**config.mk**
```make
export PLATFORM = sky130hd
export DESIGN_NAME = hvac_sequencer_flat
export DESIGN_NICKNAME = d
export VERILOG_FILES = /design/src/rtl/hvac_if.sv /design/src/rtl/hvac_sequencer.sv /design/src/flat_wrapper.sv
export SDC_FILE = /design/constraint.sdc
export NUM_CORES = 1
export LEC_CHECK = 0
export ABC_AREA = 1
export BUFFER_PORTS_ARGS = -buffer_cell sky130_fd_sc_hd__buf_2
export CAP_MARGIN = 25
export CORE_ASPECT_RATIO = 1.75
export CORE_MARGIN = 2
export CORE_UTILIZATION = 64
export DETAILED_ROUTE_END_ITERATION = 8
export PLACE_DENSITY = 0.93
export SYNTH_ARGS = -nofsm -noshare
export SYNTH_HDL_FRONTEND = slang
export SYNTH_SLANG_ARGS = --single-unit
export TNS_END_PERCENT = 30
```
**constraint.sdc**
```tcl
create_clock -name clk -period 5.15 [get_ports clk]
set_input_delay 0.515 -clock clk [delete_from_list [all_inputs] [get_ports clk]]
set_output_delay 0.515 -clock clk [all_outputs]
set_load 0.02 [all_outputs]
```
**src/rtl/hvac_if.sv**
```systemverilog
// hvac_sequencer sensor/actuator bundle.
// The master drives en/temp; the slave drives the actuator and status outputs.
interface hvac_if;
  logic       en;
  logic [4:0] temp;
  logic       heat_on;
  logic       cool_on;
  logic [1:0] state;
  logic       lockout;

  modport master (
    output en,
    output temp,
    input  heat_on,
    input  cool_on,
    input  state,
    input  lockout
  );

  modport slave (
    input  en,
    input  temp,
    output heat_on,
    output cool_on,
    output state,
    output lockout
  );
endinterface

```
**src/rtl/hvac_sequencer.sv**
```systemverilog
// Heater/cooler supervisor: sampled and debounced thresholds,
// minimum on-time and lockout between actuator runs.
module hvac_sequencer #(
  parameter int unsigned SAMPLE_DIV  = 4,
  parameter int unsigned MIN_ON      = 16,
  parameter int unsigned MIN_OFF     = 8,
  parameter int unsigned CNT_W       = 8,
  parameter int unsigned HEAT_ON_TH  = 12,
  parameter int unsigned COOL_ON_TH  = 18,
  parameter int unsigned HEAT_OFF_TH = 20,
  parameter int unsigned COOL_OFF_TH = 14
) (
  input logic   clk,
  input logic   rst_n,
  hvac_if.slave bus
);

  localparam int unsigned DIV_W = $clog2(SAMPLE_DIV);

  typedef enum logic [1:0] {
    IDLE = 2'b00,
    COOL = 2'b01,
    HEAT = 2'b10,
    LOCK = 2'b11
  } state_t;

  typedef enum logic [1:0] {
    C_NONE = 2'd0,
    C_HEAT = 2'd1,
    C_COOL = 2'd2,
    C_OFF  = 2'd3
  } cls_t;

  state_t           st;
  cls_t             cls;
  cls_t             prev_class;
  logic [DIV_W-1:0] div_cnt;
  logic [CNT_W-1:0] on_cnt;
  logic [CNT_W-1:0] off_cnt;
  logic             off_req;
  logic             tick;
  logic             confirmed;
  logic             on_done;
  logic             off_done;
  logic [31:0]      t32;

  assign t32       = 32'(bus.temp);
  assign tick      = div_cnt == DIV_W'(SAMPLE_DIV - 1);
  assign confirmed = tick && (cls == prev_class)
                     && (cls != C_NONE);
  assign on_done   = on_cnt == CNT_W'(MIN_ON);
  assign off_done  = off_cnt == CNT_W'(MIN_OFF - 1);

  always_comb begin
    cls = C_NONE;
    unique case (st)
      IDLE: begin
        if (t32 <= HEAT_ON_TH)
          cls = C_HEAT;
        else if (t32 >= COOL_ON_TH)
          cls = C_COOL;
      end
      HEAT: if (t32 >= HEAT_OFF_TH) cls = C_OFF;
      COOL: if (t32 <= COOL_OFF_TH) cls = C_OFF;
      LOCK: cls = C_NONE;
    endcase
  end

  always_ff @(posedge clk or negedge rst_n) begin
    if (!rst_n) begin
      st         <= IDLE;
      prev_class <= C_NONE;
      div_cnt    <= '0;
      on_cnt     <= '0;
      off_cnt    <= '0;
      off_req    <= 1'b0;
    end else begin
      div_cnt <= tick ? '0 : div_cnt + DIV_W'(1);
      unique case (st)
        IDLE: begin
          if (tick) begin
            if (confirmed && bus.en && cls == C_HEAT) begin
              st         <= HEAT;
              prev_class <= C_NONE;
              on_cnt     <= '0;
              off_req    <= 1'b0;
            end else if (confirmed && bus.en && cls == C_COOL) begin
              st         <= COOL;
              prev_class <= C_NONE;
              on_cnt     <= '0;
              off_req    <= 1'b0;
            end else begin
              prev_class <= cls;
            end
          end
        end
        HEAT, COOL: begin
          // en low bypasses the minimum on-time
          if (!bus.en || (off_req && on_done)) begin
            st         <= LOCK;
            prev_class <= C_NONE;
            off_cnt    <= '0;
            off_req    <= 1'b0;
          end else begin
            if (!on_done)
              on_cnt <= on_cnt + CNT_W'(1);
            if (tick) begin
              prev_class <= cls;
              if (confirmed)
                off_req <= 1'b1;
              else if (cls == C_NONE)
                off_req <= 1'b0;
            end
          end
        end
        LOCK: begin
          if (off_done) begin
            st         <= IDLE;
            prev_class <= C_NONE;
          end else begin
            off_cnt <= off_cnt + CNT_W'(1);
          end
        end
      endcase
    end
  end

  assign bus.state   = st;
  assign bus.heat_on = st == HEAT;
  assign bus.cool_on = st == COOL;
  assign bus.lockout = st == LOCK;

endmodule

```
**src/flat_wrapper.sv**
```systemverilog
// flat-port wrapper written by rule: the top's interface ports become plain ports
module hvac_sequencer_flat 
#(
  parameter int unsigned SAMPLE_DIV  = 4,
  parameter int unsigned MIN_ON      = 16,
  parameter int unsigned MIN_OFF     = 8,
  parameter int unsigned CNT_W       = 8,
  parameter int unsigned HEAT_ON_TH  = 12,
  parameter int unsigned COOL_ON_TH  = 18,
  parameter int unsigned HEAT_OFF_TH = 20,
  parameter int unsigned COOL_OFF_TH = 14
)
  (clk, rst_n, bus_en, bus_temp, bus_heat_on, bus_cool_on, bus_state, bus_lockout);
  hvac_if bus_i ();
  input logic clk;
  input logic rst_n;
  input wire logic [$bits(bus_i.en)-1:0] bus_en;
  input wire logic [$bits(bus_i.temp)-1:0] bus_temp;
  output wire logic [$bits(bus_i.heat_on)-1:0] bus_heat_on;
  output wire logic [$bits(bus_i.cool_on)-1:0] bus_cool_on;
  output wire logic [$bits(bus_i.state)-1:0] bus_state;
  output wire logic [$bits(bus_i.lockout)-1:0] bus_lockout;
  assign bus_i.en = bus_en;
  assign bus_i.temp = bus_temp;
  assign bus_heat_on = bus_i.heat_on;
  assign bus_cool_on = bus_i.cool_on;
  assign bus_state = bus_i.state;
  assign bus_lockout = bus_i.lockout;
  hvac_sequencer #(.SAMPLE_DIV(SAMPLE_DIV), .MIN_ON(MIN_ON), .MIN_OFF(MIN_OFF), .CNT_W(CNT_W), .HEAT_ON_TH(HEAT_ON_TH), .COOL_ON_TH(COOL_ON_TH), .HEAT_OFF_TH(HEAT_OFF_TH), .COOL_OFF_TH(COOL_OFF_TH)) u_core (.clk(clk), .rst_n(rst_n), .bus(bus_i));
endmodule
```
# After elaboration in Yosys (flattened, before gate mapping)
# Cells that the tools add are included.
# word_totals
out_inout_bits	5
input_bits	8
regBits	23
word_cells	85
# classes
n_lt_le_gt_ge	4
reduce_logical	19
n_eq_ne	18
add_sub_neg	3
muxes	35
# op_table
operator	n
8-bit two-way mux	7
8-bit case mux with 2 select lines	2
2-bit two-way mux	15
8-bit by 1-bit adder with 8-bit output, second input constant	2
2-bit case mux with 3 select lines	2
5-bit >= comparator, second input constant	2
5-bit by 4-bit <= comparator with 1-bit output, second input constant	2
5-bit AND reduction	2
2-bit equality test, second input constant	4
8-bit by 3-bit equality test with 1-bit output, second input constant	1
8-bit by 5-bit equality test with 1-bit output, second input constant	1
2-bit case mux with 4 select lines	1
1-bit two-way mux	7
1-bit logical AND	6
2-bit by 1-bit != test with 1-bit output, second input constant	3
2-bit != test, second input constant	3
3-bit by 1-bit != test with 1-bit output, second input constant	2
3-bit AND reduction	2
2-bit nonzero test	3
2-bit by 1-bit equality test with 1-bit output, second input constant	2
2-bit zero test	2
4-bit by 1-bit != test with 1-bit output, second input constant	1
4-bit AND reduction	1
2-bit by 1-bit adder with 2-bit output, second input constant	1
5 further kinds	5

# Logic depth before layout (Yosys ltp)
# Gate-level depths: netlist (run 1).
# logic_depth
ltp_word	13
mapped_depth	15
ltp_nobuf	15

# Worst setup path before layout (run 1)
# No wires, ideal clock.
# synth_timing
kind	register to register
start	register u_core.st[0] (netlist: u_core.bus.state[0])
end	register u_core.st[0] (netlist: u_core.bus.state[0])
arrival_ns	1.942
period_less_slack_ns	2.060
stages_incl_launch_ff	16
path_slack_ns	3.090
setup_time_ns	0.118
cell_sequence	dfrtp_1 > inv_1 > ha_1 > nand2_1 > nor2_1 > nor2_1 > nand2_2 > nand2_2 > inv_2 > nand2_1 > nand2_2 > nand4_4 > nand3_4 > buf_6 > nand3_1 > nand2_1
# synth_between
elab_chain_cells	10
# synth_lines
item	line_no	source
start, declared	hvac_sequencer.sv:34	state_t st;
start signal, assigned	hvac_sequencer.sv:71	st <= IDLE;
start signal, assigned	hvac_sequencer.sv:83	st <= HEAT;
start signal, assigned	hvac_sequencer.sv:88	st <= COOL;
2-bit equality test *	n/a	
named net bus_heat_on	flat_wrapper.sv:19	output wire logic [$bits(bus_i.heat_on)-1:0] bus_heat_on;
2-bit case mux with 4 select lines	hvac_sequencer.sv:56	unique case (st)
2-bit equality test	hvac_sequencer.sv:49	assign confirmed = tick && (cls == prev_class)
1-bit logical AND	hvac_sequencer.sv:49	
1-bit logical AND	hvac_sequencer.sv:50	&& (cls != C_NONE);
1-bit logical AND	hvac_sequencer.sv:82, hvac_sequencer.sv:87	
1-bit logical AND	hvac_sequencer.sv:82	if (confirmed && bus.en && cls == C_HEAT) begin
2-bit two-way mux	hvac_sequencer.sv:82	
2-bit two-way mux	hvac_sequencer.sv:81	if (tick) begin
2-bit case mux with 3 select lines	hvac_sequencer.sv:79	unique case (st)
# Mark *: on every way through the listed nets, which the timed path passes. The rest lies on a longest branch. The select of a mux whose other input is x is not followed.
# A chain may end at the register's enable or synchronous reset.

# Final worst setup path (run 1)
# layout_timing
start	register u_core.st[0] (netlist: u_core.bus.state[0])
end	register u_core.on_cnt[5]
# layout_between
elab_chain_cells	10
# layout_lines
item	line_no	source
2-bit equality test (tied with other cells)	hvac_sequencer.sv:56	
2-bit case mux with 4 select lines	hvac_sequencer.sv:56	
2-bit equality test	hvac_sequencer.sv:49	
1-bit logical AND	hvac_sequencer.sv:49	
1-bit logical AND	hvac_sequencer.sv:50	
1-bit logical AND	hvac_sequencer.sv:82, hvac_sequencer.sv:87	
1-bit logical AND	hvac_sequencer.sv:82	
8-bit two-way mux	hvac_sequencer.sv:82	
8-bit two-way mux	hvac_sequencer.sv:81	
8-bit case mux with 2 select lines	hvac_sequencer.sv:79	
end signal, assigned	hvac_sequencer.sv:106	on_cnt <= on_cnt + CNT_W'(1);
end, declared	hvac_sequencer.sv:38	logic [CNT_W-1:0] on_cnt;
# Several ways; a longest one is shown, not always the timed one. The select of a mux whose other input is x is not followed.

==> key figures, run 1 <==
Critical path
  – CP most frequent cell: nand2_2
  – Reg2Reg Setup Slack: 3.01 ns
  – Crit path arrival time: 2.29 ns
  – Reg2reg path depth: 13
  – Setup crit start kind: register
  – Required @ worst endpoint: 5.30 ns
  – Crit path max-delay family: simple AND/OR/NAND/NOR gates
  – Crit Path Class: reg2reg
  – Crit path max fanout: 13
  – CP Capture Type: register
  – Worst path max stage delay: 0.43 ns
  – WP buf/inv: 1
  – Reg-to-Reg Start: u_core.bus.state[0]
  – Cells along the critical path: inv_1, ha_1, nor2_1, nand2_2, nand2_2, nand2_2, nand2_2, nor2_8, nand4_4, nand3_4, nand2_2, nand2_1, nand2_1
  – Crit Reg-Reg Endpoint: u_core.on_cnt[5]
  – Crit-path slowest cell: dfrtp_1

Logic synthesis
  – Synthesis Warnings: 0
  – Synth top area share: 35.1%
  – Post-synth EDFFs: 0
  – Synth area leader: dfrtp_1
  – Synthesized area per cell: 7.01 sq um
  – Asr flop ratio synth: 100%
  – Synth cell types: 28
  – Mux contribution to synthesized area: 0%
  – Main combinational cell family by area after synthesis: simple AND/OR/NAND/NOR gates
  – Synth Register Bits: 23
  – Synth Cell Area: 0.00164 sq mm
  – Adder-Cell Fraction of Synth Area: 6.10%
  – Mapped Nets: 250
  – Area contributors post-synth: dfrtp_1, nand2_1, inv_1, ha_1, nor2_1
  – Synth Area in Compound Gates: 6.33%
  – Post-Synth XOR/XNOR Area: 2.67%
  – Seq/Total Area, Yosys: 35.1%
  – Cells after synthesis: 234
  – Most used DFF post-synth: dfrtp_1
  – Simple-gate area share of the yosys netlist: 41.3%

Timing
  – Least-Margin Pin Slew: 0.512 ns
  – Final Max Slew Viols: 0
  – Final WS setup: 3.01 ns
  – Final worst-path cycle share: 41.5%
  – Tmin final: 2.14 ns
  – Worst clock skew: 0.00550 ns
  – FMAX: 468 MHz
  – Setup violations, final: 0
  – Unrepaired setup endpoints after global routing: no
  – Worst relative slew slack: 65.9%
  – Setup_tns: 0 ns
  – Final Hold Fails: 0

Route
  – Met2 WL: 1940 um
  – Routed vias/inst: 5.44
  – Detail Route Antenna Nets: 0
  – WL met3: 85 um
  – WL/cell: 12.4 um
  – 1st-iter DRT viols: 57
  – DRC: 0
  – WL met1: 1250 um
  – Vias post-DR: 1490
  – DR top layer: met4
  – DRT Pass-1 Iters: 4
  – Final WL: 3400 um

Power
  – Total power: 817 uW
  – Leakage: 0.000960 uW
  – PD cells: 463 mW/mm^2
  – Peak supply drop: 0.293 mV

Floorplan
  – I/O pin cnt: 13
  – Die width: 42.3 um
  – Core area: 0.00246 sq mm
  – Die area: 0.00300 sq mm
  – Die Y: 71.0 um
  – Rows: 24
  – Initial Util: 66.6%

Layout
  – Post-route core utilization: 71.6%
  – Layout cells sized above 1: 14.1%
  – Most common cell after layout, fill and taps aside: nand2_1
  – Final net count: 265
  – Fillers: 209
  – Commonest cells after routing, fill and taps aside: nand2_1, inv_1, dfrtp_1
  – Area grow syn2layout: 7.55%
  – Diodes inserted: 0

CTS
  – Post-CTS sizing: 0
  – Root buf cell: clkbuf_8
  – CTS sink cnt: 23
  – Clock Pin Slew Worst Setup and Hold Paths: 0.08 ns
  – Clk_lat worst skew: 0.26 ns
  – Cts bufs inserted: 3
  – Max clock buf depth: 2
  – H-tree depth: 1
  – Postcts setup bufs: 0
  – Hold_buf cts: 0
  – CTS tree: built

Flow run
  – Max-Cap Viols: 0

Place
  – PortBufs: 12
  – RD Place Congestion: 0.868
  – Dpl ws: 3.04 ns
  – Hpwl dp: 2690 um

GRT
  – GRT Total Usage: 25.1%
  – Initial antenna violation count: 0
  – GRT overflow: 0
  – Global-route wire length before repair: 6020 um
  – Vias in the first global route: 1510
  – Largest net degree at the start of global routing: 24

Run status
  – Status: finished clean

Worst hold path
  – Worst min path class: in2async
==> flip-flops by register name, indices dropped and copies added (netlist names) <==
name,flops
u_core.bus.state,2
u_core.div_cnt,2
u_core.off_cnt,8
u_core.off_req,1
u_core.on_cnt,8
u_core.prev_class,2
==> worst max-delay path by stage <==
stage / from / endpoint / slack [ns] / cells past startpoint
after floorplan: u_core.bus.state[0] / u_core.bus.state[0] / 3.09 / 15
after global placement: u_core.bus.state[0] / u_core.on_cnt[1] / 3.12 / 8
after detailed placement: u_core.bus.state[0] / u_core.on_cnt[5] / 3.04 / 13
after CTS: u_core.bus.state[0] / u_core.on_cnt[5] / 3.00 / 13
after global routing: u_core.bus.state[0] / u_core.on_cnt[3] / 2.81 / 13
final: u_core.bus.state[0] / u_core.on_cnt[5] / 3.01 / 13
==> metal layers <==
layer	GRT usage (%)	up-vias
met2	47.5	28
met3	2.55	11
met4	14.2	0
li1	-	764
met5	0	-
met1	25.6	687
==> final cells by class <==
cell class                      instances  area (sq um)  share of cell area (%)
Clock inverter                          1          5.00                   0.284
Clock buffer                            3          41.3                    2.34
Inverter                               33           124                    7.02
Multi-Input combinational cell        176           926                    52.5
Tap cell                               26          32.5                    1.84
Timing Repair Buffer                   12          60.1                    3.40
Sequential cell                        23           576                    32.6
==> report_power, final <==
part           switching, uW  total, uW  leakage, uW  internal (uW)
clock                   56.7        111    0.0000255           53.9
sequential              29.0        238     0.000310            209
combinational            331        468     0.000624            138
==> metrics by stage <==
step | std cells | hold WS, ns | cell area, sq um
2_1_floorplan | 234 | 0.219 | 1640
3_3_place_gp | 270 | 0.417 | 1720
3_5_place_dp | 270 | 0.423 | 1720
4_1_cts | 274 | 0.230 | 1760
5_1_grt | 274 | 0.268 | 1760
6_report | 274 | 0.210 | 1760
==> cells by family (layout without fill, tap and decap cells) <==
logic type                 Yosys count  after routing
AOI/OAI and AO/OA                   19             19
buffers and inverters               35             49
xor gates and xnor gates             5              5
adders and majority gates            8              8
DFF                                 23             23
and+or+nand+nor                    144            144
==> Yosys cell counts, drive strengths merged, types with 3 or more instances <==
cell / number
xor2: 4
o21ai: 9
inv: 32
nor2: 24
nor3: 5
nand4: 4
a21oi: 8
nand3: 17
nor4: 3
dfrtp: 23
ha: 8
nand2: 89
No activity file was read; power rests on OpenSTA's default activity.
==> inputs of run 2 (changes only) <==
--- a/config.mk
+++ b/config.mk
@@ -10,9 +10,9 @@
 export CAP_MARGIN = 25
 export CORE_ASPECT_RATIO = 1.75
 export CORE_MARGIN = 2
-export CORE_UTILIZATION = 64
+export CORE_UTILIZATION = 53
 export DETAILED_ROUTE_END_ITERATION = 8
-export PLACE_DENSITY = 0.93
+export PLACE_DENSITY = 0.84
 export SYNTH_ARGS = -nofsm -noshare
 export SYNTH_HDL_FRONTEND = slang
 export SYNTH_SLANG_ARGS = --single-unit
==> constraint.sdc (replaced) <==
create_clock -name clk -period 1.8 [get_ports clk]
set_input_delay 0.18 -clock clk [delete_from_list [all_inputs] [get_ports clk]]
set_output_delay 0.18 -clock clk [all_outputs]
set_load 0.02 [all_outputs]
==> key figures, run 2 (synthesis results as in run 1) <==
Timing
  – Final worst-path cycle share: 117% (+75 points)
  – Final WS setup: -0.298 ns (-3.31 ns)
  – Tmin final: 2.10 ns (-0.0402 ns)
  – Setup violations, final: 17 (+17)
  – FMAX: 477 MHz (+1.9%)
  – Final Hold Fails: 0 (unchanged)
  – Worst clock skew: 0.00605 ns (+0.000549 ns)
  – Unrepaired setup endpoints after global routing: yes
  – Least-Margin Pin Slew: 0.533 ns (+0.0211 ns)
  – Worst relative slew slack: 64.4% (-1.4 points)
  – Final Max Slew Viols: 0 (unchanged)

Layout
  – Commonest cells after routing, fill and taps aside: nand2_1, inv_1, buf_4
  – Final instance area: 0.00216 sq mm (+22%)
  – Fillers: 210 (+0.48%)
  – Layout cells sized above 1: 31.0% (+17 points)
  – Area grow syn2layout: 31.7%
  – Diodes inserted: 0 (unchanged)
  – Largest regs: u_core.off_cnt (8), u_core.on_cnt (8)
  – Most common cell after layout, fill and taps aside: nand2_1
  – Final net count: 294 (+11%)

Power
  – Leakage: 0.00116 uW (+20%)
  – Total power: 3260 uW (+300%)
  – PD cells: 1510 mW/mm^2 (+230%)
  – Peak supply drop: 1.01 mV (+240%)

Critical path
  – Crit path arrival time: 2.25 ns (-0.04 ns)
  – CP Capture Type: register
  – Setup crit start kind: register
  – Required @ worst endpoint: 1.96 ns (-3.34 ns)
  – Crit Path Class: reg2reg
  – Crit path max fanout: 8 (-5)

Floorplan
  – Die area: 0.00357 sq mm (+19%)
  – Die Y: 77.6 um (+9.3%)
  – Core area: 0.00293 sq mm (+19%)
  – I/O pin cnt: 13 (unchanged)
  – Initial Util: 56.0% (-11 points)
  – Rows: 26 (+8.3%)
  – Die width: 46.1 um (+9.0%)

CTS
  – Clock Pin Slew Worst Setup and Hold Paths: 0.09 ns (about the same)
  – Clk_lat worst skew: 0.27 ns (about the same)
  – H-tree depth: 1 (unchanged)
  – Root buf cell: clkbuf_8
  – Cts bufs inserted: 3 (unchanged)
  – CTS tree: built
  – Max clock buf depth: 2 (unchanged)
  – CTS sink cnt: 23 (unchanged)

GRT
  – Initial antenna violation count: 0 (unchanged)
  – Largest net degree at the start of global routing: 24 (unchanged)
  – GRT overflow: 0 (unchanged)
  – Global-route wire length before repair: 6730 um (+12%)
  – GRT Total Usage: 25.2% (+0.083 points)
  – Vias in the first global route: 1665 (+10%)

Worst hold path
  – Worst min path class: in2async

Route
  – Detail Route Antenna Nets: 0 (unchanged)
  – Final WL: 4730 um (+39%)
  – DRT Pass-1 Iters: 4 (unchanged)
  – WL/cell: 15.5 um (+25%)
  – 1st-iter DRT viols: 41 (-28%)
  – DRC: 0 (unchanged)
  – Routed vias/inst: 5.74 (+5.5%)
  – Vias post-DR: 1750 (+17%)

Place
  – RD Place Congestion: 0.934 (+7.6%)
  – PortBufs: 12 (unchanged)
  – Post-Place Cell Area: 0.00194 sq mm (+13%)
  – Hpwl dp: 3060 um (+14%)

Run status
  – Failing checks: setup timing
  – Status: complete, but fails checks

Flow run
  – Max-Cap Viols: 0 (unchanged)
[run 2: cell types whose count changed in the layout (fill, tap and decap cells not counted), moves of 3 or more]
| cell | before | now |
|---|---|---|
| nand2_2 | 8 | 5 |
| buf_4 | 0 | 24 |
| buf_6 | 0 | 4 |
| nand2_1 | 81 | 75 |
| ha_1 | 8 | 4 |
| nand2_4 | 0 | 9 |
[run 2: area by class of cell]
type	count	area, sq um	area share, %
clock buffer	3	41.3	1.91
clock inverter	1	5.00	0.232
inverter	33	126	5.85
multi-input combinational	176	1080	50.0
sequential	23	578	26.8
tap	28	35.0	1.62
timing repair buffer	41	295	13.7
[run 2: worst paths after layout]
check,cells after the start,end,from,slack [ns]
min in group clk,1,u_core.div_cnt[0],u_core.div_cnt[0],0.44
worst min register to register,1,u_core.div_cnt[0],u_core.div_cnt[0],0.44
worst max register to register,15,u_core.on_cnt[5],u_core.bus.state[1],-0.30
worst min-delay path,2,u_core.off_cnt[5],rst_n,0.42
max in group asynchronous,2,u_core.bus.state[1],rst_n,0.99
worst max-delay path,15,u_core.on_cnt[5],u_core.bus.state[1],-0.30
[run 2: power by group]
group          switching, uW  internal, uW
Clock                    168           155
Sequential              85.8           601
Combinational           1380           870
[run 2: layer usage]
layer,global-route usage (%),share of wire (%)
met1,24.6,35
met4,16.6,6.2
met5,0,0
met3,2.79,3.8
met2,45.3,55
[run 2: worst max-delay path: stages (launching register included)]
cell,delay (ns)
dfrtp_2,0.45
inv_2,0.08
ha_4,0.12
inv_1,0.03
nor2_1,0.10
o21ai_1,0.13
nand2_2,0.18
nand2_4,0.10
nand2_4,0.07
nand2_4,0.06
nor2_8,0.14
nand4_4,0.13
nand3_4,0.15
nand2_4,0.10
nand2_1,0.08
nand2_1,0.06
[run 2: timing repair]
item,4_1_cts,5_1_grt
hold buffers,1,0
endpoints found under the hold margin,23,0
setup endpoints to repair,20,21
gates resized for setup,8,25
pin swaps,11,9
setup buffers,2,3
cloned,0,0
[run 2: per-stage QoR]
stage	hold slack, ns	cells	TNS, ns	worst slack (ns)	util [%]
3_3_place_gp	0.186	295	-0.667	-0.0694	66.1
5_1_grt	0.425	305	-4.95	-0.377	73.8
6_report	0.419	305	-3.51	-0.298	73.8
2_1_floorplan	-0.116	234	-1.09	-0.100	-
3_5_place_dp	0.190	295	-1.62	-0.169	66.1
4_1_cts	0.387	302	-1.72	-0.161	69.8
